File: src/rtl/fft_peak_detect_if.sv
// FFT bin stream in, per-frame peak result out.
// Master drives bins; slave publishes results.
interface fft_peak_detect_if #(
  parameter int W      = 16,
  parameter int N_BINS = 256
);
  localparam int IW = $clog2(N_BINS);

  logic                bin_valid;
  logic signed [W-1:0] bin_re;
  logic signed [W-1:0] bin_im;
  logic                bin_last;
  logic                peak_valid;
  logic [IW-1:0]       peak_bin;
  logic [W:0]          peak_mag;
  logic                peak_found;
  logic                frame_err;

  modport master (
    output bin_valid, bin_re, bin_im, bin_last,
    input  peak_valid, peak_bin, peak_mag,
    input  peak_found, frame_err
  );

  modport slave (
    input  bin_valid, bin_re, bin_im, bin_last,
    output peak_valid, peak_bin, peak_mag,
    output peak_found, frame_err
  );
endinterface

File: src/rtl/fft_peak_detect.sv
// Streaming FFT peak search: |z| approx, then
// a per-frame max over the positive-frequency half.
module fft_peak_detect #(
  parameter int W       = 16,
  parameter int N_BINS  = 256,
  parameter int MIN_BIN = 2,
  parameter int THRESH  = 64
) (
  input logic              clk,
  input logic              reset,
  fft_peak_detect_if.slave bus
);
  localparam int IW = $clog2(N_BINS);
  localparam logic [IW-1:0] LAST_IDX = IW'(N_BINS - 1);
  localparam logic [IW-1:0] LO_IDX   = IW'(MIN_BIN);
  localparam logic [IW-1:0] HI_IDX   = IW'(N_BINS / 2 - 1);
  localparam logic signed [W-1:0] MOST_NEG =
    {1'b1, {(W-1){1'b0}}};
  localparam logic [W-1:0] MAX_POS = {1'b0, {(W-1){1'b1}}};

  typedef enum logic {ACCUM, REPORT} state_t;
  state_t state, state_n;

  function automatic logic [W-1:0] sat_abs(
    input logic signed [W-1:0] x
  );
    if (x == MOST_NEG) return MAX_POS;
    if (x[W-1]) return W'(-x);
    return W'(x);
  endfunction

  logic [IW-1:0] idx;
  logic          in_err;

  // A bin flags an error if it closes a frame early/late
  // or if the index wraps without seeing bin_last.
  assign in_err = bus.bin_last ? (idx != LAST_IDX)
                               : (idx == LAST_IDX);

  // Input bin counter
  always_ff @(posedge clk) begin
    if (reset) idx <= '0;
    else if (bus.bin_valid) begin
      if (bus.bin_last || idx == LAST_IDX) idx <= '0;
      else idx <= idx + 1'b1;
    end
  end

  logic          s1_v, s1_last, s1_err;
  logic [IW-1:0] s1_idx;
  logic [W-1:0]  s1_re, s1_im;

  // Stage 1: saturating absolute values
  always_ff @(posedge clk) begin
    if (reset) begin
      s1_v    <= 1'b0;
      s1_last <= 1'b0;
      s1_err  <= 1'b0;
      s1_idx  <= '0;
      s1_re   <= '0;
      s1_im   <= '0;
    end else begin
      s1_v    <= bus.bin_valid;
      s1_last <= bus.bin_valid & bus.bin_last;
      s1_err  <= bus.bin_valid & in_err;
      s1_idx  <= idx;
      s1_re   <= sat_abs(bus.bin_re);
      s1_im   <= sat_abs(bus.bin_im);
    end
  end

  logic [W-1:0] mx, mn;
  assign mx = (s1_re > s1_im) ? s1_re : s1_im;
  assign mn = (s1_re > s1_im) ? s1_im : s1_re;

  logic          s2_v, s2_last, s2_err;
  logic [IW-1:0] s2_idx;
  logic [W:0]    s2_mag;

  // Stage 2: max + min/2 magnitude estimate
  always_ff @(posedge clk) begin
    if (reset) begin
      s2_v    <= 1'b0;
      s2_last <= 1'b0;
      s2_err  <= 1'b0;
      s2_idx  <= '0;
      s2_mag  <= '0;
    end else begin
      s2_v    <= s1_v;
      s2_last <= s1_last;
      s2_err  <= s1_err;
      s2_idx  <= s1_idx;
      s2_mag  <= {1'b0, mx} + {2'b00, mn[W-1:1]};
    end
  end

  logic [W:0]    max_mag, cur_mag;
  logic [IW-1:0] max_bin, cur_bin;
  logic          err_acc, cur_err, take;

  assign take = s2_v && s2_idx >= LO_IDX &&
                s2_idx <= HI_IDX && s2_mag > max_mag;
  assign cur_mag = take ? s2_mag : max_mag;
  assign cur_bin = take ? s2_idx : max_bin;
  assign cur_err = err_acc | s2_err;

  // Stage 3: running max, published on the last bin
  always_ff @(posedge clk) begin
    if (reset) begin
      max_mag        <= '0;
      max_bin        <= LO_IDX;
      err_acc        <= 1'b0;
      bus.peak_bin   <= '0;
      bus.peak_mag   <= '0;
      bus.peak_found <= 1'b0;
      bus.frame_err  <= 1'b0;
    end else if (s2_v) begin
      if (s2_last) begin
        bus.peak_bin   <= cur_bin;
        bus.peak_mag   <= cur_mag;
        bus.peak_found <= cur_mag >= (W+1)'(THRESH);
        bus.frame_err  <= cur_err;
        max_mag        <= '0;
        max_bin        <= LO_IDX;
        err_acc        <= 1'b0;
      end else begin
        max_mag <= cur_mag;
        max_bin <= cur_bin;
        err_acc <= cur_err;
      end
    end
  end

  // Control state register
  always_ff @(posedge clk) begin
    if (reset) state <= ACCUM;
    else state <= state_n;
  end

  // Next state: report for one cycle per frame end
  always_comb begin
    state_n = ACCUM;
    unique case (state)
      ACCUM:   if (s2_v && s2_last) state_n = REPORT;
      REPORT:  state_n = ACCUM;
      default: state_n = ACCUM;
    endcase
  end

  assign bus.peak_valid = (state == REPORT);
endmodule

File: src/flat_wrapper.sv
// flat-port wrapper written by rule: the top's interface ports become plain ports
module fft_peak_detect_flat 
#(
  parameter int W       = 16,
  parameter int N_BINS  = 256,
  parameter int MIN_BIN = 2,
  parameter int THRESH  = 64
)
  (clk, reset, bus_bin_valid, bus_bin_re, bus_bin_im, bus_bin_last, bus_peak_valid, bus_peak_bin, bus_peak_mag, bus_peak_found, bus_frame_err);
  fft_peak_detect_if #(.W(W), .N_BINS(N_BINS)) bus_i ();
  input logic clk;
  input logic reset;
  input wire logic [$bits(bus_i.bin_valid)-1:0] bus_bin_valid;
  input wire logic [$bits(bus_i.bin_re)-1:0] bus_bin_re;
  input wire logic [$bits(bus_i.bin_im)-1:0] bus_bin_im;
  input wire logic [$bits(bus_i.bin_last)-1:0] bus_bin_last;
  output wire logic [$bits(bus_i.peak_valid)-1:0] bus_peak_valid;
  output wire logic [$bits(bus_i.peak_bin)-1:0] bus_peak_bin;
  output wire logic [$bits(bus_i.peak_mag)-1:0] bus_peak_mag;
  output wire logic [$bits(bus_i.peak_found)-1:0] bus_peak_found;
  output wire logic [$bits(bus_i.frame_err)-1:0] bus_frame_err;
  assign bus_i.bin_valid = bus_bin_valid;
  assign bus_i.bin_re = bus_bin_re;
  assign bus_i.bin_im = bus_bin_im;
  assign bus_i.bin_last = bus_bin_last;
  assign bus_peak_valid = bus_i.peak_valid;
  assign bus_peak_bin = bus_i.peak_bin;
  assign bus_peak_mag = bus_i.peak_mag;
  assign bus_peak_found = bus_i.peak_found;
  assign bus_frame_err = bus_i.frame_err;
  fft_peak_detect #(.W(W), .N_BINS(N_BINS), .MIN_BIN(MIN_BIN), .THRESH(THRESH)) u_core (.clk(clk), .reset(reset), .bus(bus_i));
endmodule
File: config.mk
export PLATFORM = sky130hd
export DESIGN_NAME = fft_peak_detect_flat
export DESIGN_NICKNAME = d
export VERILOG_FILES = /design/src/rtl/fft_peak_detect_if.sv /design/src/rtl/fft_peak_detect.sv /design/src/flat_wrapper.sv
export SDC_FILE = /design/constraint.sdc
export NUM_CORES = 1
export LEC_CHECK = 0
export CORE_UTILIZATION = 35
export CTS_CLUSTER_DIAMETER = 150
export DETAILED_ROUTE_END_ITERATION = 8
export MAX_ROUTING_LAYER = met4
export PLACE_DENSITY_LB_ADDON = 0.1
export RECOVER_POWER = 100
export SETUP_SLACK_MARGIN = 0.4
export SYNTH_ARGS = -nofsm -noshare
export SYNTH_HDL_FRONTEND = slang
export SYNTH_SLANG_ARGS = --single-unit
File: constraint.sdc
create_clock -name clk -period 11.6 [get_ports clk]
set_clock_uncertainty 0.2 [all_clocks]
set_input_delay 2.9 -clock clk [delete_from_list [all_inputs] [get_ports clk]]
set_output_delay 2.9 -clock clk [all_outputs]
set_load 0.05 [all_outputs]
==> Yosys cells after proc, flatten, opt, wreduce, memory -nomap -nowiden <==
Index checks and enable logic that the tools add are counted.
{ "word_totals": {"register_bits": 133, "inputBits": 36, "out_inout_bits": 28, "wordCells": 72} }
{ "classes": {"n_addsub": 4, "magnitude_cmp": 5, "eq_ne": 4, "muxes": 29, "bitwise": 4, "reduce_logical": 6} }
{ "op_table": {"columns": ["op", "n"], "rows": [
  ["two-way mux 16 bit", 10],
  ["two-way mux 17 bit", 2],
  ["== test 16 bit (second input constant)", 2],
  ["negator 16 bit", 2],
  ["two-way mux 8 bit", 3],
  ["adder 16 x 15 -> 17 bit", 1],
  ["greater-or-equal comparator 17 x 7 -> 1 bit (second input constant)", 1],
  ["> comparator 17 bit", 1],
  ["> comparator 16 bit", 1],
  ["two-way mux 1 bit", 13],
  ["adder 8 x 1 -> 8 bit (second input constant)", 1],
  ["== test 8 bit (second input constant)", 1],
  ["greater-or-equal comparator 8 x 2 -> 1 bit (second input constant)", 1],
  ["<= comparator 8 x 7 -> 1 bit (second input constant)", 1],
  ["inequality test 8 bit (second input constant)", 1],
  ["logical AND 1 bit", 4],
  ["bitwise AND 1 bit", 2],
  ["one-hot mux 1 bit (2 select lines)", 1],
  ["AND reduction 2 bit", 1],
  ["logical OR 1 bit", 1],
  ["NOT 1 bit", 1],
  ["OR 1 bit", 1]
]} }

==> Longest topological paths before layout <==
{ "depth": {"ltp_word": 7, "mapped_depth": 17, "depth_no_buf": 16} }

==> Least setup slack after synthesis <==
Ideal clock, no wire load.
{ "synth_timing": {"path_type": "input -> register", "start": "in bus_bin_re[3]", "end": "reg u_core.s1_re[13]", "setup_time_ps": 120, "arrival_ps": 4718, "required_ps": 11280, "slack_ps": 6561, "path_stages": 7, "path_buffers": 1, "cell_sequence": "or4_4 -> or4_1 -> buf_2 -> or3_4 -> o31ai_2 -> xor2_1 -> a21oi_1"} }
{ "synth_via": {"elab_chain_len": 4, "word_cells_on_any_way": 7, "classes_between": "1 x add/sub; 1 x eq/ne; 5 x mux"} }
{ "synth_rtl": {"columns": ["item", "line", "text"], "rows": [
  ["start: declaration", "flat_wrapper.sv:14", "input wire logic [$bits(bus_i.bin_re)-1:0] bus_bin_re;"],
  ["negator 16 bit or == test 16 bit (tied branches)", "fft_peak_detect.sv:28, fft_peak_detect.sv:27", null],
  ["two-way mux 16 bit or two-way mux 1 bit (tied branches)", "fft_peak_detect.sv:28, fft_peak_detect.sv:27", null],
  ["two-way mux 16 bit or two-way mux 1 bit (tied branches)", "fft_peak_detect.sv:29, fft_peak_detect.sv:55", null],
  ["two-way mux 16 bit (*)", "fft_peak_detect.sv:28", "if (x[W-1]) return W'(-x);"],
  ["end signal: assignment", "fft_peak_detect.sv:67", "s1_re <= sat_abs(bus.bin_re);"],
  ["end: declaration", "fft_peak_detect.sv:51", "logic [W-1:0] s1_re, s1_im;"]
]} }
Mark *: on every way between the ends. The rest lies on a longest branch, timed or not. The select of a mux whose other input is x is not followed.
A chain may end at the register's enable or synchronous reset.

==> reports/qor.yml <==
synthesis:
  synth_most_common_cell: "dfxtp_1"
  ys_seq_area_frac: 0.376
  syn_area_um2: 7080
  synth_edf_count: 0
  ys_ff_latch: 133
  synth_nets: 912
  yosys_warnings: 0
  synth_area_leaders: "dfxtp_1 (38%), ha_1 (9.2%), o21ai_0 (4.4%), a21oi_1 (3.7%), nor2_1 (3.4%)"
  synth_top_cell_area_share: 0.376
  syn_inst: 823
  ys.flop_type: "dfxtp_1"
  synth.avg_cell_area_um2: 8.60
  yosys.area.top_type: "dfxtp_1"
  async_reset_ff_frac: 0
  synthDistinctLibCells: 52
  netlist_top_cells_count: "dfxtp_1 (133), nor2_1 (64), o21ai_0 (62)"
placed_design:
  port_buffers: 63
  place_hpwl_mm: 12.4
  place_congestion: 0.920
layout:
  n_fill_cell: 2010
  area_growth_pct: 18.8
  drive_gt1_frac: 0.0699
  antenna_cells: 0
  nNetsFinal: 949
pwr:
  intPower_w: 0.000889
  switchingPower_w: 0.000435
  total_power_w: 0.00132
  combPwrFrac: 0.232
  worst_ir_drop_vdd_mv: 0.0792
  p_leak_nw: 3.14
  pwr-share-clk: 0.386
  p_per_area_nw_per_um2: 158
  switching_share: 0.328
  power_frac_seq: 0.382
global_routing:
  met3_usage: 0.0397
  grt_pass1_vias: 5571
  grt_pass1_wl_mm: 28.2
  grt-ovfl-total: 0
  grtUsageMet1: 0.218
  grtUsageMet2: 0.299
  antenna_found_initial: 0
  top_usage_layer: "met2"
  grt_max_degree: 100
  grt_usage: 0.183
min_path:
  hold_class: "reg -> reg"
  worstHoldEndpoint: "u_core.bus.peak_valid$_SDFF_PP0_"
  min_from: "u_core.bus.peak_valid$_SDFF_PP0_"
  holdPathStages: 1
clock_tree:
  cts_setup_buffers: 0
  numClockSinks: 133
  clock-root-buffer: "clkbuf_16"
  htreeDepth: 4
  cts_tree: "yes"
  cts_buffer_depth: 2
  clk_pin_slew_ps: 60
  insertion_delay_ps: 430
  cts_resized: 0
  cts_hold_buf: 0
  cts_buffers: 17
worst_setup_path:
  r2r_end: "u_core.s2_mag[14]$_SDFF_PP0_"
  arrival_ps: 5940
  critPathLaunchType: "primary input"
  worstPathRequired_ps: 11710
  r2r_slack_ps: 6740
  worstReg2RegStart: "u_core.s1_im[2]$_SDFF_PP0_"
  end_kind: "flop"
  ff2ff_path_depth: 14
  critical_path_class: "in -> reg"
  crit_fanout: 99
timing:
  final.period_utilization: 0.502
  hold_slack_ps: 222
  tightest_slew_ps: 2350
  max_freq_mhz: 172
  timing.final.crit_period_ps: 5830
  rsz0062_at_grt: "no"
  setup_violations: 0
  hold_viol: 0
  tns_ps: 0
  slew_violations: 56
  slew_headroom: -0.567
route:
  wl_per_cell_um: 15.3
  drtPass1Iterations: 6
  vias: 5962
  drc: 0
  ant_nets: 0
  drtIter0Drc: 243
  routed_wl_mm: 17.4
  viasPerCell: 5.24
floorplan:
  die_area_um2: 20800
  core_area_um2: 19700
  die_w_um: 144
  rows: 51
  io_pins: 64
  die_h_um: 144
  initial_core_util: 0.360
flow_run:
  drv_cap: 1
outcome:
  status: "finished with violations"
  violations: "capacitance limit, slew limit"
-- placed cells by master, fill, tap and decap left out, types with 3 or more instances in the layout --
master and n:
nor4_1 10, xor2_1 24, dfxtp_1 133, o21a_1 4, xnor2_1 7, o31ai_1 7, ha_1 52, or4_1 9
clkdlybuf4s50_1 32, a21oi_1 52, o21bai_1 5, nand2_1 34, nand2b_1 28, or3_1 12, mux2i_1 4, mux2_2 19
o211ai_1 3, a311oi_1 25, nand3_1 32, o21ai_0 62, o32ai_1 24, o41ai_1 5, dlygate4sd3_1 30, a211oi_1 10
a2111oi_0 3, nand4_1 11, clkbuf_16 17, inv_6 4, a21o_1 4, buf_4 4, nor3_1 22, clkinv_4 5
inv_1 53, nor2_1 64, nor2b_1 29
-- metrics by stage --
stage / cell area (µm²) / utilization / setup slack (ps) / instances
4_1_cts: 8410 / 0.428 / 6380 / 1138
5_1_grt: 8400 / 0.428 / 5410 / 1138
3_3_place_gp: 7850 / 0.399 / 5980 / 1106
6_report: 8400 / 0.428 / 5770 / 1138
3_5_place_dp: 7850 / 0.399 / 5920 / 1106
2_1_floorplan: 7080 / - / 6560 / 823
-- cells by family (layout without fill, tap and decap cells) --
family | after synthesis | after routing | synth area share
AOI/OAI and AO/OA | 213 | 213 | 0.197
and+or+nand+nor | 268 | 268 | 0.198
muxes | 23 | 23 | 0.0359
xor gates and xnor gates | 31 | 31 | 0.0384
adders and majority gates | 53 | 53 | 0.0948
buffers and inverters | 102 | 152 | 0.0599
DFF | 133 | 133 | 0.376
-- flip-flops by register name, summed over array words and instances, names as in the netlist, 8 cells and up --
name and count:
u_core.max_bin 8, u_core.s1_re 16, u_core.max_mag 17, u_core.bus.peak_mag 17
u_core.bus.peak_bin 8, u_core.s2_mag 17, u_core.s2_idx 8, u_core.idx 8
u_core.s1_im 16, u_core.s1_idx 8
-- worst max-delay path, stage by stage --
cell and delay, ps:
clkbuf_1 1640, buf_4 970, nor2_1 110, mux2_2 290
-- cell type report --
type / count / area, µm² / area share
clock inverters: 13 / 116 / 0.0138
multi-input cells: 588 / 3990 / 0.474
clock buffers: 19 / 453 / 0.0539
repair buffers: 67 / 654 / 0.0779
inverters: 53 / 199 / 0.0237
flip-flops and latches: 133 / 2660 / 0.317
well taps: 265 / 332 / 0.0395
-- power groups by stage --
stage	Sequential (W)	Combinational (W)	Clock, W
3_3_place_gp	0.000516	0.000303	0
6_report	0.000506	0.000307	0.000511
2_1_floorplan	0.000506	0.000222	0
5_1_grt	0.000509	0.000343	0.000547
3_5_place_dp	0.000516	0.000305	0
4_1_cts	0.000506	0.000308	0.000524
-- worst max path at each step --
stage / start / end / slack [ps] / cells past startpoint
global placement: bus_bin_re[3] / u_core.s1_re[12]$_SDFF_PP0_ / 5980 / 7
detailed placement: bus_bin_re[3] / u_core.s1_re[13]$_SDFF_PP0_ / 5920 / 7
floorplan: bus_bin_re[3] / u_core.s1_re[13]$_SDFF_PP0_ / 6560 / 7
global route: reset / u_core.s2_mag[15]$_SDFF_PP0_ / 5410 / 4
CTS: bus_bin_re[3] / u_core.s1_re[13]$_SDFF_PP0_ / 6380 / 7
finish: reset / u_core.s2_mag[15]$_SDFF_PP0_ / 5770 / 4
-- per-layer routing --
layer | vias to the layer above | share of wire
li1 | 3066 | -
met1 | 2744 | 0.47
met2 | 127 | 0.47
met3 | 25 | 0.036
met4 | 0 | 0.026
met5 | - | 0
No activity file was read; power rests on OpenSTA's default activity.
